**src/rtl/video_timing_gen.sv**
```systemverilog
// video_timing_gen: raster timing generator with built-in test patterns.
// Walks a 12-bit (h,v) position through active, front porch, sync and back
// porch, and presents registered timing decodes plus a test pattern one
// enabled cycle behind the counters.
//
// Ports:
//   clk_i          pixel clock
//   rst_i          synchronous active-high reset
//   cen_i          video clock enable; nothing advances while low
//   pattern_sel_i  0 colour bars, 1 grey ramp, 2 checkerboard, 3 solid
//   vh_blank_o     {Vblank, Hblank}
//   dvh_sync_o     {D_sync (data enable), Vsync, Hsync}
//   vid_rgb_o      {R, G, B}, black whenever D_sync is low
//   pix_x_o        horizontal position of the presented pixel
//   pix_y_o        vertical position of the presented pixel
//   sof_o          high while presenting position (0,0)
module video_timing_gen #(
  parameter int unsigned H_ACTIVE   = 1920,
  parameter int unsigned H_FP       = 88,
  parameter int unsigned H_SYNC     = 44,
  parameter int unsigned H_BP       = 148,
  parameter int unsigned V_ACTIVE   = 1080,
  parameter int unsigned V_FP       = 4,
  parameter int unsigned V_SYNC     = 5,
  parameter int unsigned V_BP       = 36,
  parameter bit          HS_POL     = 1'b1,
  parameter bit          VS_POL     = 1'b1,
  parameter int unsigned CHECK_LOG2 = 5,
  parameter logic [23:0] SOLID_RGB  = 24'hD0_10_80
) (
  input  logic        clk_i,
  input  logic        rst_i,
  input  logic        cen_i,
  input  logic [1:0]  pattern_sel_i,
  output logic [1:0]  vh_blank_o,
  output logic [2:0]  dvh_sync_o,
  output logic [23:0] vid_rgb_o,
  output logic [11:0] pix_x_o,
  output logic [11:0] pix_y_o,
  output logic        sof_o
);

  localparam int unsigned CW      = 12;
  localparam int unsigned RGB_W   = 24;
  localparam int unsigned H_TOTAL = H_ACTIVE + H_FP + H_SYNC + H_BP;
  localparam int unsigned V_TOTAL = V_ACTIVE + V_FP + V_SYNC + V_BP;
  localparam int unsigned BAR_W   = H_ACTIVE / 8;

  localparam logic [CW-1:0] H_LAST   = CW'(H_TOTAL - 1);
  localparam logic [CW-1:0] V_LAST   = CW'(V_TOTAL - 1);
  localparam logic [CW-1:0] H_ACT    = CW'(H_ACTIVE);
  localparam logic [CW-1:0] V_ACT    = CW'(V_ACTIVE);
  localparam logic [CW-1:0] HS_START = CW'(H_ACTIVE + H_FP);
  localparam logic [CW-1:0] HS_END   = CW'(H_ACTIVE + H_FP + H_SYNC);
  localparam logic [CW-1:0] VS_START = CW'(V_ACTIVE + V_FP);
  localparam logic [CW-1:0] VS_END   = CW'(V_ACTIVE + V_FP + V_SYNC);

  localparam logic [RGB_W-1:0] WHITE = 24'hFF_FF_FF;
  localparam logic [RGB_W-1:0] BLACK = 24'h00_00_00;

  // Raster position and the pattern in force for the current frame.
  logic [CW-1:0] h_q;
  logic [CW-1:0] v_q;
  logic [1:0]    pat_q;

  logic          h_wrap_c;
  logic          v_wrap_c;
  logic [CW-1:0] h_next_c;
  logic [CW-1:0] v_next_c;

  logic          hblank_c;
  logic          vblank_c;
  logic          de_c;
  logic          hsync_c;
  logic          vsync_c;
  logic          sof_c;
  logic [2:0]    bar_idx_c;
  logic [RGB_W-1:0] bar_rgb_c;
  logic [RGB_W-1:0] rgb_c;

  // Next raster position.
  always_comb begin
    h_wrap_c = (h_q == H_LAST);
    v_wrap_c = (v_q == V_LAST);
    h_next_c = h_q + CW'(1);
    v_next_c = v_q;
    if (h_wrap_c) begin
      h_next_c = '0;
      v_next_c = v_wrap_c ? '0 : (v_q + CW'(1));
    end
  end

  // Timing decodes of the current position.
  always_comb begin
    hblank_c = (h_q >= H_ACT);
    vblank_c = (v_q >= V_ACT);
    de_c     = !hblank_c && !vblank_c;
    hsync_c  = ((h_q >= HS_START) && (h_q < HS_END)) ? HS_POL : !HS_POL;
    // Vsync spans whole lines, so it depends on v only.
    vsync_c  = ((v_q >= VS_START) && (v_q < VS_END)) ? VS_POL : !VS_POL;
    sof_c    = (h_q == '0) && (v_q == '0);
  end

  // Colour bar index from comparators at multiples of the bar width.
  always_comb begin
    bar_idx_c = 3'd0;
    for (int unsigned i = 1; i < 8; i++) begin
      if (h_q >= CW'(i * BAR_W)) begin
        bar_idx_c = 3'(i);
      end
    end
  end

  // Colour bar palette.
  always_comb begin
    bar_rgb_c = BLACK;
    case (bar_idx_c)
      3'd0:    bar_rgb_c = 24'hFF_FF_FF;
      3'd1:    bar_rgb_c = 24'hFF_FF_00;
      3'd2:    bar_rgb_c = 24'h00_FF_FF;
      3'd3:    bar_rgb_c = 24'h00_FF_00;
      3'd4:    bar_rgb_c = 24'hFF_00_FF;
      3'd5:    bar_rgb_c = 24'hFF_00_00;
      3'd6:    bar_rgb_c = 24'h00_00_FF;
      default: bar_rgb_c = 24'h00_00_00;
    endcase
  end

  // Pattern pixel, blanked outside the active area.
  always_comb begin
    rgb_c = BLACK;
    if (de_c) begin
      case (pat_q)
        2'd0:    rgb_c = bar_rgb_c;
        2'd1:    rgb_c = {h_q[7:0], h_q[7:0], h_q[7:0]};
        2'd2:    rgb_c = (h_q[CHECK_LOG2] ^ v_q[CHECK_LOG2]) ? BLACK : WHITE;
        default: rgb_c = SOLID_RGB;
      endcase
    end
  end

  // Counters, per-frame pattern latch and registered outputs.
  always_ff @(posedge clk_i) begin
    if (rst_i) begin
      h_q        <= '0;
      v_q        <= '0;
      pat_q      <= 2'd0;
      vh_blank_o <= 2'b11;
      dvh_sync_o <= {1'b0, !VS_POL, !HS_POL};
      vid_rgb_o  <= '0;
      pix_x_o    <= '0;
      pix_y_o    <= '0;
      sof_o      <= 1'b0;
    end else if (cen_i) begin
      h_q <= h_next_c;
      v_q <= v_next_c;
      // Loading only on the wrap to (0,0) keeps a whole frame on one pattern.
      if (h_wrap_c && v_wrap_c) begin
        pat_q <= pattern_sel_i;
      end
      vh_blank_o <= {vblank_c, hblank_c};
      dvh_sync_o <= {de_c, vsync_c, hsync_c};
      vid_rgb_o  <= rgb_c;
      pix_x_o    <= h_q;
      pix_y_o    <= v_q;
      sof_o      <= sof_c;
    end
  end

endmodule

```
**config.mk**
```make
export PLATFORM = sky130hd
export DESIGN_NAME = video_timing_gen
export DESIGN_NICKNAME = d
export VERILOG_FILES = /design/src/rtl/video_timing_gen.sv
export SDC_FILE = /design/constraint.sdc
export NUM_CORES = 1
export LEC_CHECK = 0
export CAP_MARGIN = 30
export CELL_PAD_IN_SITES_DETAIL_PLACEMENT = 0
export CELL_PAD_IN_SITES_GLOBAL_PLACEMENT = 1
export CORE_ASPECT_RATIO = 0.5
export CORE_MARGIN = 2
export CORE_UTILIZATION = 40
export CTS_BUF_LIST = sky130_fd_sc_hd__clkbuf_16
export DETAILED_ROUTE_END_ITERATION = 6
export PLACE_DENSITY_LB_ADDON = 0.1
export SLEW_MARGIN = 30
export SYNTH_ARGS = -nofsm -noshare
export SYNTH_HDL_FRONTEND = slang
export SYNTH_SLANG_ARGS = --single-unit
```
**constraint.sdc**
```tcl
create_clock -name clk_i -period 2 [get_ports clk_i]
set_input_delay 0.2 -clock clk_i [delete_from_list [all_inputs] [get_ports clk_i]]
set_output_delay 0.2 -clock clk_i [all_outputs]
set_load 0.005 [all_outputs]
```
==> results <==
==> flip-flops by register name, indices dropped and copies added (netlist names) <==
name / flops
vid_rgb_o: 24
h_q: 12
pix_x_o: 12
pix_y_o: 12
v_q: 12
dvh_sync_o: 3
pat_q: 2
vh_blank_o: 2
sof_o: 1
==> area by class of cell <==
class                   instances  area (um^2)  area share [%]
clock buffers                   9        225.2           4.768
clock inverters                 7        30.03          0.6358
inverters                       6        22.52          0.4768
multi-input cells             304         1926           40.77
flip-flops and latches         80         1603           33.93
well taps                     117        146.4           3.099
repair buffers                 83        770.7           16.32
==> cells in the final DEF (no fill, tap or decap), drive strengths merged, types with 14 or more instances in the layout <==
cell            n
o21ai          17
nand2          28
xor2           14
mux2i          26
dfxtp          80
nand3          16
nor2           66
buf            27
a21oi          33
clkdlybuf4s50  56
==> kinds of logic after synthesis <==
logic type | share of synthesized area [%]
xor gates and xnor gates | 4.714
DFF | 43.10
muxes | 7.306
adders and majority gates | 1.684
buffers and inverters | 5.656
AOI/OAI and AO/OA | 13.47
and+or+nand+nor | 24.07
==> through the flow <==
step | setup slack (ps) | power (mW) | hold WS [ps] | area (um^2) | instances
6_report | 95.62 | 3.344 | 253.6 | 4723 | 606
5_1_grt | -18.09 | 3.499 | 258.1 | 4723 | 606
4_1_cts | 50.85 | 3.394 | 241.8 | 4681 | 605
3_5_place_dp | 38.38 | 1.946 | 456.4 | 4425 | 589
3_3_place_gp | 129.7 | 1.941 | 452.1 | 4425 | 589
2_1_floorplan | 252.9 | 1.823 | 347.2 | 3716 | 425
==> power by group <==
| group | switching, mW | total (mW) | internal [mW] |
|---|---|---|---|
| Clock | 0.620 | 1.44 | 0.815 |
| Sequential | 0.0253 | 1.66 | 1.64 |
| Combinational | 0.118 | 0.246 | 0.127 |
==> final timing paths <==
| check | startpoint | end | slack (ps) | cells after the start |
|---|---|---|---|---|
| max | h_q[9] | v_q[10] | 100 | 6 |
| min | rst_i | pix_x_o[5] | 250 | 2 |
| max reg2reg | h_q[9] | v_q[10] | 100 | 6 |
| min reg2reg | vid_rgb_o[11] | vid_rgb_o[11] | 460 | 2 |
==> worst max-delay path, delay by kind of cell, from the launching register on <==
family	cells	cell delay [ps]
buf+inv	1	220
xor+xnor	1	220
flops	1	430
simple gates	4	930
==> timing repair <==
action / 4_1_cts / 5_1_grt
hold buffers: 0 / 0
setup buffers: 0 / 1
gates resized for setup: 0 / 5
setup endpoints to repair: 0 / 30
hold endpoints to repair: 0 / 0
==> metal layers <==
metal | GRT usage [%] | wire [um]
met1 | 27.81 | 4750
met2 | 31.48 | 4395
met5 | 0 | 0
met4 | 6.397 | 141
met3 | 5.413 | 488
==> reports/qor.yml <==
synth:
  ys_seq_area_share_pct: 43.10
  synth.cell_area_um2: 3716
  yosysMostFrequentCell: "dfxtp_1"
  syn_inst: 425
  synth.distinct_cells: 51
  synthFlopType: "dfxtp_1"
  yosys.area.top_type: "dfxtp_1"
  yosys-top-cells-area: "dfxtp_1, mux2i_1, nor2_1"
  yosys_warnings: 0
  synth_common_cells: "dfxtp_1, nor2_1, a21oi_1"
  synth_fp_nets: 435
  ys_ff_latch: 80
  async_reset_ff_share_pct: 0
  yosysTopAreaCellShare_pct: 43.10
  syn-mean-instance-area_um2: 8.744
  synth_edf_count: 0
clock_network:
  clkSinkCount: 80
  htreeDepth: 3
  cts_tree: "yes"
  clock_path_buffers: 2
  path_clk_slew_ps: 50
  worst_skew_pair.late_latency_ps: 340
  numCtsBuffers: 9
  cts_root_buffer: "clkbuf_16"
global_routing:
  grt_pass1_wl_um: 15890
  grt_max_degree: 31
  grt_use_total_pct: 20.24
  antenna_found_initial: 0
  grt_overflow: 0
  grt_pass1_vias: 3040
floorplanning:
  dieWidth_um: 140.3
  die-area_um2: 10120
  die_h_um: 72.16
  initial_core_util_pct: 41.95
  core_area_um2: 8859
  placementRows: 24
  ios: 59
pwr:
  leakage_nw: 1.879
  peakVddDrop_uv: 516.1
  power_density_nw_per_um2: 708.0
timing:
  skew_ps: 5.737
  fmax_mhz: 525.1
  tns_ps: 0
  fin_crit_ps: 1904
  maxSlewViolCount: 0
  rsz0062_at_grt: "yes"
  setup_viol: 0
  report.final.hold_viol_count: 0
  post-route-period-util_pct: 95.22
  slew-limit-headroom_pct: 60.46
  tightest_slew_ps: 591.8
run:
  cap_violations: 0
drt:
  ant_nets: 0
  drt_first_pass_iters: 4
  finalWirelength_um: 9776
  vias: 3185
  drcViolationCount: 0
  drt-initial-drc-count: 208
  routedWlPerCell_um: 16.13
  avgViaCountPerCell: 5.256
placement:
  io_buffers: 58
  routabilityCongestion: 0.8246
  dp_hpwl_um: 7070
finish:
  layout-drive-gt1-share_pct: 12.07
  n_antenna_cell: 0
  utilization_pct: 53.32
  fill_cells: 845
  nets: 494
  syn_to_final_growth_pct: 27.10
critical_path:
  crit_slowest_cell: "or3_4"
  cp-end-kind: "flip-flop"
  worstPathRequired_ps: 2230
  cp_cell_sequence: "or3_4, nor4_4, buf_4, nand4_1, xor2_1, nor2_2"
  cp-start-kind: "flip-flop"
  critPathMaxFanout: 10
  crit_type: "reg2reg"
  max_stage_delay_ps: 450
  cp_data_arrival_time_ps: 2130
status:
  outcome: "completed"
worst_hold_path:
  hold_class: "in2reg"
Power figures use the tool's default switching activity.
